**config.mk**
```make
export PLATFORM = sky130hd
export DESIGN_NAME = cmp_sar_search_flat
export DESIGN_NICKNAME = d
export VERILOG_FILES = /design/src/rtl/cmp_pkg.sv /design/src/rtl/cmp_sar_search_if.sv /design/src/rtl/cmp_sar_search_settle_cnt.sv /design/src/rtl/cmp_sar_search.sv /design/src/flat_wrapper.sv
export SDC_FILE = /design/constraint.sdc
export NUM_CORES = 1
export LEC_CHECK = 0
export ABC_AREA = 1
export CAP_MARGIN = 30
export CORE_ASPECT_RATIO = 1.1
export CORE_MARGIN = 2
export CORE_UTILIZATION = 47
export CTS_CLUSTER_DIAMETER = 120
export DETAILED_ROUTE_END_ITERATION = 16
export GPL_ROUTABILITY_DRIVEN = 1
export PLACE_DENSITY = 0.76
export SLEW_MARGIN = 40
export SYNTH_ARGS = -nofsm -noshare
export SYNTH_HDL_FRONTEND = slang
export SYNTH_SLANG_ARGS = --single-unit
export TNS_END_PERCENT = 1
```
**constraint.sdc**
```tcl
create_clock -name clk -period 1.7 [get_ports clk]
set_clock_uncertainty 0.2 [all_clocks]
set_input_delay 0.51 -clock clk [delete_from_list [all_inputs] [get_ports clk]]
set_output_delay 0.51 -clock clk [all_outputs]
set_load 0.05 [all_outputs]
```
**src/rtl/cmp_pkg.sv**
```systemverilog
// rtl/cmp_pkg.sv - shared types, defaults and flag check for the comparator SAR search
package cmp_pkg;

  localparam int CMP_WIDTH  = 16;
  localparam int CMP_SETTLE = 1;

  typedef enum logic [1:0] {
    ST_IDLE        = 2'd0,
    ST_WAIT        = 2'd1,
    ST_VERIFY_WAIT = 2'd2,
    ST_DONE        = 2'd3
  } sar_state_e;

  // Exactly one of eq/gt/lt may be high for a trustworthy comparator sample.
  function automatic logic flags_onehot(input logic eq, input logic gt, input logic lt);
    return ({eq, gt, lt} == 3'b100) || ({eq, gt, lt} == 3'b010) || ({eq, gt, lt} == 3'b001);
  endfunction

endpackage

```
**src/rtl/cmp_sar_search_if.sv**
```systemverilog
// rtl/cmp_sar_search_if.sv - control, comparator and result signals of the SAR search
interface cmp_sar_search_if
  import cmp_pkg::*;
#(
  parameter int WIDTH = CMP_WIDTH
);

  logic             start;
  logic             cmp_eq;
  logic             cmp_gt;
  logic             cmp_lt;
  logic [WIDTH-1:0] trial;
  logic             busy;
  logic             done;
  logic [WIDTH-1:0] result;
  logic             exact;
  logic             err;

  // Controller side: drives the trial operand and the result, consumes flags.
  modport master (
    input  start, cmp_eq, cmp_gt, cmp_lt,
    output trial, busy, done, result, exact, err
  );

  // Environment side: requests searches and supplies comparator flags.
  modport slave (
    output start, cmp_eq, cmp_gt, cmp_lt,
    input  trial, busy, done, result, exact, err
  );

endinterface

```
**src/rtl/cmp_sar_search_settle_cnt.sv**
```systemverilog
// rtl/cmp_sar_search_settle_cnt.sv - loadable settle down-counter with zero flag
module sar_settle_cnt #(
  parameter int SETTLE = 1
) (
  input  logic clk,
  input  logic rst,
  input  logic load,
  output logic zero
);

  localparam int CW = (SETTLE > 0) ? $clog2(SETTLE + 1) : 1;
  localparam logic [CW-1:0] LOAD_VAL = CW'(SETTLE);

  logic [CW-1:0] cnt;

  // Reload on request, otherwise count down and park at zero.
  always_ff @(posedge clk or posedge rst) begin
    if (rst) begin
      cnt <= '0;
    end else if (load) begin
      cnt <= LOAD_VAL;
    end else if (cnt != '0) begin
      cnt <= cnt - CW'(1);
    end
  end

  assign zero = (cnt == '0);

endmodule

```
**src/rtl/cmp_sar_search.sv**
```systemverilog
// rtl/cmp_sar_search.sv - MSB-first successive-approximation search over a magnitude comparator
module cmp_sar_search
  import cmp_pkg::*;
#(
  parameter int WIDTH  = CMP_WIDTH,
  parameter int SETTLE = CMP_SETTLE
) (
  input  logic             clk,
  input  logic             rst,
  cmp_sar_search_if.master bus
);

  localparam int KW = $clog2(WIDTH);

  sar_state_e       state;
  logic [KW-1:0]    k;
  logic [WIDTH-1:0] trial_q;
  logic [WIDTH-1:0] result_q;
  logic             exact_q;
  logic             err_q;

  logic             cnt_load;
  logic             cnt_zero;
  logic             onehot;
  logic [WIDTH-1:0] bit_k;
  logic [WIDTH-1:0] probe_trial;

  assign onehot = flags_onehot(bus.cmp_eq, bus.cmp_gt, bus.cmp_lt);

  // Every probe gets SETTLE+1 cycles: reload at acceptance and at each WAIT decision.
  assign cnt_load = ((state == ST_IDLE) && bus.start) || ((state == ST_WAIT) && cnt_zero);

  sar_settle_cnt #(.SETTLE(SETTLE)) u_settle (
    .clk  (clk),
    .rst  (rst),
    .load (cnt_load),
    .zero (cnt_zero)
  );

  // Resolve bit k from gt/lt and raise the next lower bit as the new guess.
  always_comb begin
    bit_k       = {{(WIDTH-1){1'b0}}, 1'b1} << k;
    probe_trial = (bus.cmp_gt ? (trial_q & ~bit_k) : trial_q) | (bit_k >> 1);
  end

  // Search FSM and datapath; flags are only looked at on decision edges.
  always_ff @(posedge clk or posedge rst) begin
    if (rst) begin
      state    <= ST_IDLE;
      k        <= '0;
      trial_q  <= '0;
      result_q <= '0;
      exact_q  <= 1'b0;
      err_q    <= 1'b0;
    end else begin
      case (state)
        ST_IDLE: begin
          if (bus.start) begin
            trial_q <= {1'b1, {(WIDTH-1){1'b0}}};
            k       <= KW'(WIDTH - 1);
            exact_q <= 1'b0;
            err_q   <= 1'b0;
            state   <= ST_WAIT;
          end
        end
        ST_WAIT: begin
          if (cnt_zero) begin
            if (!onehot) begin
              err_q    <= 1'b1;
              exact_q  <= 1'b0;
              result_q <= trial_q;
              state    <= ST_DONE;
            end else if (bus.cmp_eq) begin
              result_q <= trial_q;
              exact_q  <= 1'b1;
              state    <= ST_DONE;
            end else begin
              trial_q <= probe_trial;
              if (k == '0) begin
                state <= ST_VERIFY_WAIT;
              end else begin
                k <= k - KW'(1);
              end
            end
          end
        end
        ST_VERIFY_WAIT: begin
          // A miss with clean flags here means B moved during the search.
          if (cnt_zero) begin
            result_q <= trial_q;
            exact_q  <= bus.cmp_eq;
            err_q    <= !onehot;
            state    <= ST_DONE;
          end
        end
        ST_DONE: begin
          state <= ST_IDLE;
        end
        default: begin
          state <= ST_IDLE;
        end
      endcase
    end
  end

  assign bus.trial  = trial_q;
  assign bus.busy   = (state == ST_WAIT) || (state == ST_VERIFY_WAIT);
  assign bus.done   = (state == ST_DONE);
  assign bus.result = result_q;
  assign bus.exact  = exact_q;
  assign bus.err    = err_q;

endmodule

```
**src/flat_wrapper.sv**
```systemverilog
// flat-port wrapper written by rule: the top's interface ports become plain ports
module cmp_sar_search_flat import cmp_pkg::*;
#(
  parameter int WIDTH  = CMP_WIDTH,
  parameter int SETTLE = CMP_SETTLE
)
  (clk, rst, bus_start, bus_cmp_eq, bus_cmp_gt, bus_cmp_lt, bus_trial, bus_busy, bus_done, bus_result, bus_exact, bus_err);
  cmp_sar_search_if #(.WIDTH(WIDTH)) bus_i ();
  input  logic clk;
  input  logic rst;
  input wire logic [$bits(bus_i.start)-1:0] bus_start;
  input wire logic [$bits(bus_i.cmp_eq)-1:0] bus_cmp_eq;
  input wire logic [$bits(bus_i.cmp_gt)-1:0] bus_cmp_gt;
  input wire logic [$bits(bus_i.cmp_lt)-1:0] bus_cmp_lt;
  output wire logic [$bits(bus_i.trial)-1:0] bus_trial;
  output wire logic [$bits(bus_i.busy)-1:0] bus_busy;
  output wire logic [$bits(bus_i.done)-1:0] bus_done;
  output wire logic [$bits(bus_i.result)-1:0] bus_result;
  output wire logic [$bits(bus_i.exact)-1:0] bus_exact;
  output wire logic [$bits(bus_i.err)-1:0] bus_err;
  assign bus_i.start = bus_start;
  assign bus_i.cmp_eq = bus_cmp_eq;
  assign bus_i.cmp_gt = bus_cmp_gt;
  assign bus_i.cmp_lt = bus_cmp_lt;
  assign bus_trial = bus_i.trial;
  assign bus_busy = bus_i.busy;
  assign bus_done = bus_i.done;
  assign bus_result = bus_i.result;
  assign bus_exact = bus_i.exact;
  assign bus_err = bus_i.err;
  cmp_sar_search #(.WIDTH(WIDTH), .SETTLE(SETTLE)) u_core (.clk(clk), .rst(rst), .bus(bus_i));
endmodule
```
# Word level (Yosys, flattened, before mapping)
# Index checks and enable logic that the tools add are counted.
[classes]
add_sub_neg = 2
shifts = 1
eq_ne = 15
n_mux = 36
bitwise_logic = 4
reduce_logical = 18
[ops]
columns = ["op", "n"]
rows = [
  ["$mux W16", 9],
  ["$pmux W16 S2", 2],
  ["$mux W4", 5],
  ["$and A16 B16 Y16", 1],
  ["$not A16 Y16", 1],
  ["$or A16 B15 Y16", 1],
  ["$shl A1 B4 Y16 const A", 1],
  ["$reduce_and A5 Y1", 3],
  ["$mux W2", 6],
  ["$ne A2 B2 Y1 const B", 6],
  ["$mux W1", 10],
  ["$pmux W2 S4", 1],
  ["$pmux W4 S2", 1],
  ["$reduce_and A4 Y1", 2],
  ["$pmux W1 S3", 2],
  ["$reduce_and A6 Y1", 1],
  ["$eq A2 B2 Y1 const B", 2],
  ["$logic_not A4 Y1", 1],
  ["$logic_or A1 B1 Y1", 4],
  ["$ne A4 B4 Y1 const B", 1],
  ["$reduce_bool A2 Y1", 2],
  ["$sub A4 B1 Y4 const B", 1],
  ["$eq A3 B1 Y1 const B", 1],
  ["$eq A3 B2 Y1 const B", 1],
  ["10 further kinds", 11],
]
[word_totals]
register_bits = 41
input_bits = 6

# Longest topological paths before layout
# Gate-level depths: netlist of the first run.
[depth]
ltp_word = 9
mapped_depth = 11

# Hierarchy
# From an unflattened synthesis of the first run, not the netlist that was laid out.
[unflattened]
hier_cells = 281
area_unflattened_um2 = 2214.6
[modules_own_cells]
columns = ["module", "instances", "cells_each", "area_per_inst_um2"]
rows = [
  ["cmp_sar_search", 1, 278, 2182.1],
  ["sar_settle_cnt", 1, 3, 32.5],
]

# Least setup slack after synthesis of the first run
# No wires, ideal clock.
[synth_path]
path_kind = "register to register"
from = "reg u_core.state[0]"
to = "reg u_core.result_q[5] (netlist: u_core.bus.result[5])"
synth_period_minus_slack_ns = 1.902
path_stages_with_launch = 7
setup_slack_ns = -0.202
n_path_buf = 1
t_arrival_ns = 1.580
required_ns = 1.377
cell_sequence = "dfrtp_1 > inv_1 > ha_1 > nand3_2 > buf_4 > nand2_1 > o21ai_1"
[synth_via]
elab_chain_cells = 3
word_cells_on_any_way = 8
classes_between = "eq/ne: 5; mux: 1; reduce/logical: 2"
[synth_rtl]
columns = ["element", "line", "text"]
rows = [
  ["from (decl)", "cmp_sar_search.sv:15", "sar_state_e state;"],
  ["from (signal assigned)", "cmp_sar_search.sv:49", "state <= ST_IDLE;"],
  ["from (signal assigned)", "cmp_sar_search.sv:63", "state <= ST_WAIT;"],
  ["from (signal assigned)", "cmp_sar_search.sv:72", "state <= ST_DONE;"],
  ["$eq A2 B1 Y1 or $eq A2 B2 Y1 (tied branches)", "cmp_sar_search.sv:56", "case (state)"],
  ["$ne A3 B3 Y1 (no line) (tied with other cells)", "-", ""],
  ["$reduce_and A4 Y1 (no line)", "-", ""],
  ["to (signal assigned)", "cmp_sar_search.sv:71", "result_q <= trial_q;"],
  ["to (signal assigned)", "cmp_sar_search.sv:74", "result_q <= trial_q;"],
  ["to (signal assigned)", "cmp_sar_search.sv:90", "result_q <= trial_q;"],
  ["to (decl)", "cmp_sar_search.sv:18", "logic [WIDTH-1:0] result_q;"],
]
# Several ways; a longest one is shown, not always the timed one.
# A chain may end at the register's enable or synchronous reset.

# Final worst setup path of the first run
[layout_path]
from = "reg u_core.state[0]"
to = "out bus_busy"
[layout_via]
elab_chain_cells = 2
word_cells_on_any_way = 3
classes_between = "eq/ne: 2; reduce/logical: 1"
[layout_rtl]
columns = ["element", "line", "text"]
rows = [
  ["$eq A2 B1 Y1 or $eq A2 B2 Y1 (tied branches)", "cmp_sar_search.sv:107", "assign bus.busy = (state == ST_WAIT) || (state == ST_VERIFY_WAIT);"],
  ["$logic_or A1 B1 Y1 (*)", "cmp_sar_search.sv:107", ""],
  ["to (decl)", "flat_wrapper.sv:16", "output wire logic [$bits(bus_i.busy)-1:0] bus_busy;"],
]
# Every way passes the cells marked *; elsewhere a longest branch is shown, timed or not.

==> impl_metrics.toml, run 1 <==
[status]
status = "complete, but fails checks"
violations = "setup timing"

[floorplanning]
initial_core_util_pct = 48.63
design.portCount = 42
die_h_um = 76.77
die-area_sq_um = 5385
rows = 26
core_area_sq_um = 4652
die_width_um = 70.15

[sta]
tightestPinTransition_ns = 0.2418
relSlewSlack_pct = 83.78
fin_crit_sh_pct = 111.8
setup_viol = 39
hold_viol_final = 0
rsz0062_at_grt = "yes"
fmax_mhz = 526.0
finalHoldWorstSlack_ns = 0.3516
fin_ws_ns = -0.2011
tns_ns = -1.944
slew_viol_final = 0
final.min_clock_period_ns = 1.901

[routing]
wl_per_cell_um = 14.94
drt_wl_total_mm = 5.915
dr.pass1.iters = 5
dr.first_iter.drc_count = 150
remaining_drc_errors = 0
postRouteAntennaNets = 0
via_per_inst = 5.472
vias = 2167

[placement]
dp.cells = 380
gp_congestion = 0.8842
post-place-ws_ns = -0.4400
port_buffers = 41
place_hpwl_mm = 3.999
dpl-instance-area_sq_um = 3228

[yosys]
synth.avg_cell_area_sq_um = 8.196
ys_types = 26
synth_cells = 276
synth_edf_count = 0
ys_async_sr_fraction_pct = 100.0
yosysSeqAreaShare_pct = 45.35
synth_top_area_share_pct = 45.35
synthTopCellsByCount = "66 x nand2_1, 41 x dfrtp_1, 41 x nand3_1"
syn-cell-area_sq_um = 2262
ys.flop_type = "dfrtp_1"
yosysMostFrequentCell = "nand2_1"
synth_area_leaders = "dfrtp_1 45%, nand2_1 11%, nand3_1 9.1%"
ys_warn_count = 0
syn_nets = 292
ys_ff_latch = 41
synth_top_cell_by_area = "dfrtp_1"

[global_routing]
grt_pass1_wl_mm = 9.818
grt_pass1_vias = 2165
grtUsageTotal_pct = 22.55
grt_max_degree = 42
gr-total-overflow = 0
antenna_found_initial = 0

[critical_path]
end_kind = "output port"
rr_endpoint = "u_core.bus.trial[13]"
cp-start-kind = "flip-flop"
path_cells = "inv_2 > ha_4 > buf_12"
reg2reg_slack_ns = -0.09
cpPeakStageDelay_ns = 0.42
crit_type = "flip-flop to output port"
required_ns = 0.99
critPathMaxFanout = 4
cp_slowest_cell = "dfrtp_1"
crit_arrival_ns = 1.19
r2r_cells = 8
reg2reg_from = "u_core.state[0]"

[cells_and_area]
diodes = 0
nets = 355
drive_gt1_share_pct = 33.24
final_cell_area_sq_um = 3515
finalNonFillerCells = 396
area_delta_synth_final_pct = 55.36
fill_cells = 313

[power_and_ir_drop]
p_leak_nw = 1.684
powerDensity_nw_per_um2 = 1952
irDropWorstVdd_uv = 1992

[flow_run]
drv_cap = 0

[clocking]
cts_root_buffer = "clkbuf_8"
cts_tree = "done"
cts_buffers = 5
clock_latency_ns = 0.30
clockBufferDepth = 2
cts_hold_buf = 0
cts_num_sinks = 41
htree_num_levels = 2
path_clk_slew_ns = 0.08

[hold_path]
hold_path_end = "u_core.bus.result[8]"
hold_class = "flip-flop to flip-flop"
whs_path_depth = 2
hold_start = "u_core.bus.result[8]"
-- stage by stage --
| stage | util, % | total power (W) |
|---|---|---|
| final | 75.55 | 0.006860 |
| after global routing | 75.55 | 0.007284 |
| after CTS | 73.18 | 0.006426 |
| after detailed placement | 69.39 | 0.005364 |
| after global placement | 69.39 | 0.005251 |
| after floorplan | - | 0.003970 |
-- worst max-delay path, delay by kind of cell, from the launching register on --
| family | cells | cell delay (ns) |
|---|---|---|
| buffers and inverters | 2 | 0.20 |
| adders and majority gates | 1 | 0.28 |
| DFF | 1 | 0.42 |
-- cell families (layout without fill, tap and decap cells) --
group           Yosys count  after routing  share of synthesized area, %
fa+ha+maj                10             10                         5.531
compound gates           53             53                         13.50
buf+inv                  46            110                         9.347
flops                    41             41                         45.35
simple gates            126            126                         26.27
-- sequential cells by signal, summed over array words and instances, names as in the netlist --
name and count:
u_core.bus.err 1, u_core.bus.exact 1, u_core.bus.result 16, u_core.bus.trial 16, u_core.k 4, u_core.state 2, u_core.u_settle.cnt 1
-- power breakdown --
part | total [W] | internal (W) | switching (W) | leakage (nW)
clock | 0.000937 | 0.000583 | 0.000353 | 0.0681
sequential | 0.00144 | 0.00121 | 0.000235 | 0.548
combinational | 0.00448 | 0.00193 | 0.00255 | 1.07
-- cells in the final DEF (no fill, tap or decap), types with 6 or more instances in the layout --
cell type,netlist,layout
o21ai_2,10,11
o21ai_0,13,12
inv_1,26,22
inv_2,6,8
buf_12,0,39
buf_4,5,21
o21ai_1,28,28
nand3_1,41,40
nand4_1,6,6
dfrtp_1,41,41
nand2_1,66,63
-- final cells by class --
type                            count  area [sq um]  area share (%)
Clock buffer                        5         68.82           1.958
Multi-Input combinational cell    189          1105           31.43
Timing Repair Buffer               68          1040           29.58
Sequential cell                    41          1026           29.19
Tap cell                           56         70.07           1.994
Clock inverter                      3         65.06           1.851
Inverter                           34         140.1           3.987
-- how the worst max path moves through the flow --
stage,start,to,slack [ns],cells after the start
after global placement,bus_cmp_eq,u_core.bus.trial[13],-0.38,10
after floorplan,u_core.state[1],u_core.bus.result[5],-0.006,10
after CTS,u_core.state[0],bus_busy,-0.20,3
final,u_core.state[0],bus_busy,-0.20,3
after detailed placement,bus_cmp_eq,u_core.bus.trial[11],-0.44,10
after global routing,u_core.state[0],bus_busy,-0.23,3
-- what timing repair did --
item,4_1_cts,5_1_grt
endpoints found under the setup margin,41,42
gates cloned,0,1
setup buffers,4,3
gates resized for setup,7,17
pin swaps,1,6
-- metal layers --
metal | up-vias | GRT usage [%] | wire [um] | share of wire, %
li1 | 1035 | - | - | -
met1 | 1038 | 27.14 | 2266 | 38
met2 | 75 | 38.67 | 3234 | 55
met3 | 19 | 4.468 | 246 | 4.2
met4 | 0 | 10.38 | 168 | 2.8
met5 | - | 0 | 0 | 0
(Power assumes the default switching activity.)
==> inputs of run 2 (changes only) <==
--- a/config.mk
+++ b/config.mk
@@ -14,7 +14,7 @@
 export DETAILED_ROUTE_END_ITERATION = 16
 export GPL_ROUTABILITY_DRIVEN = 1
 export PLACE_DENSITY = 0.76
-export SLEW_MARGIN = 40
+export SLEW_MARGIN = 30
 export SYNTH_ARGS = -nofsm -noshare
 export SYNTH_HDL_FRONTEND = slang
 export SYNTH_SLANG_ARGS = --single-unit
==> results of run 2 <==
No change in the layout: final DEF, timing and power equal those of run 1.
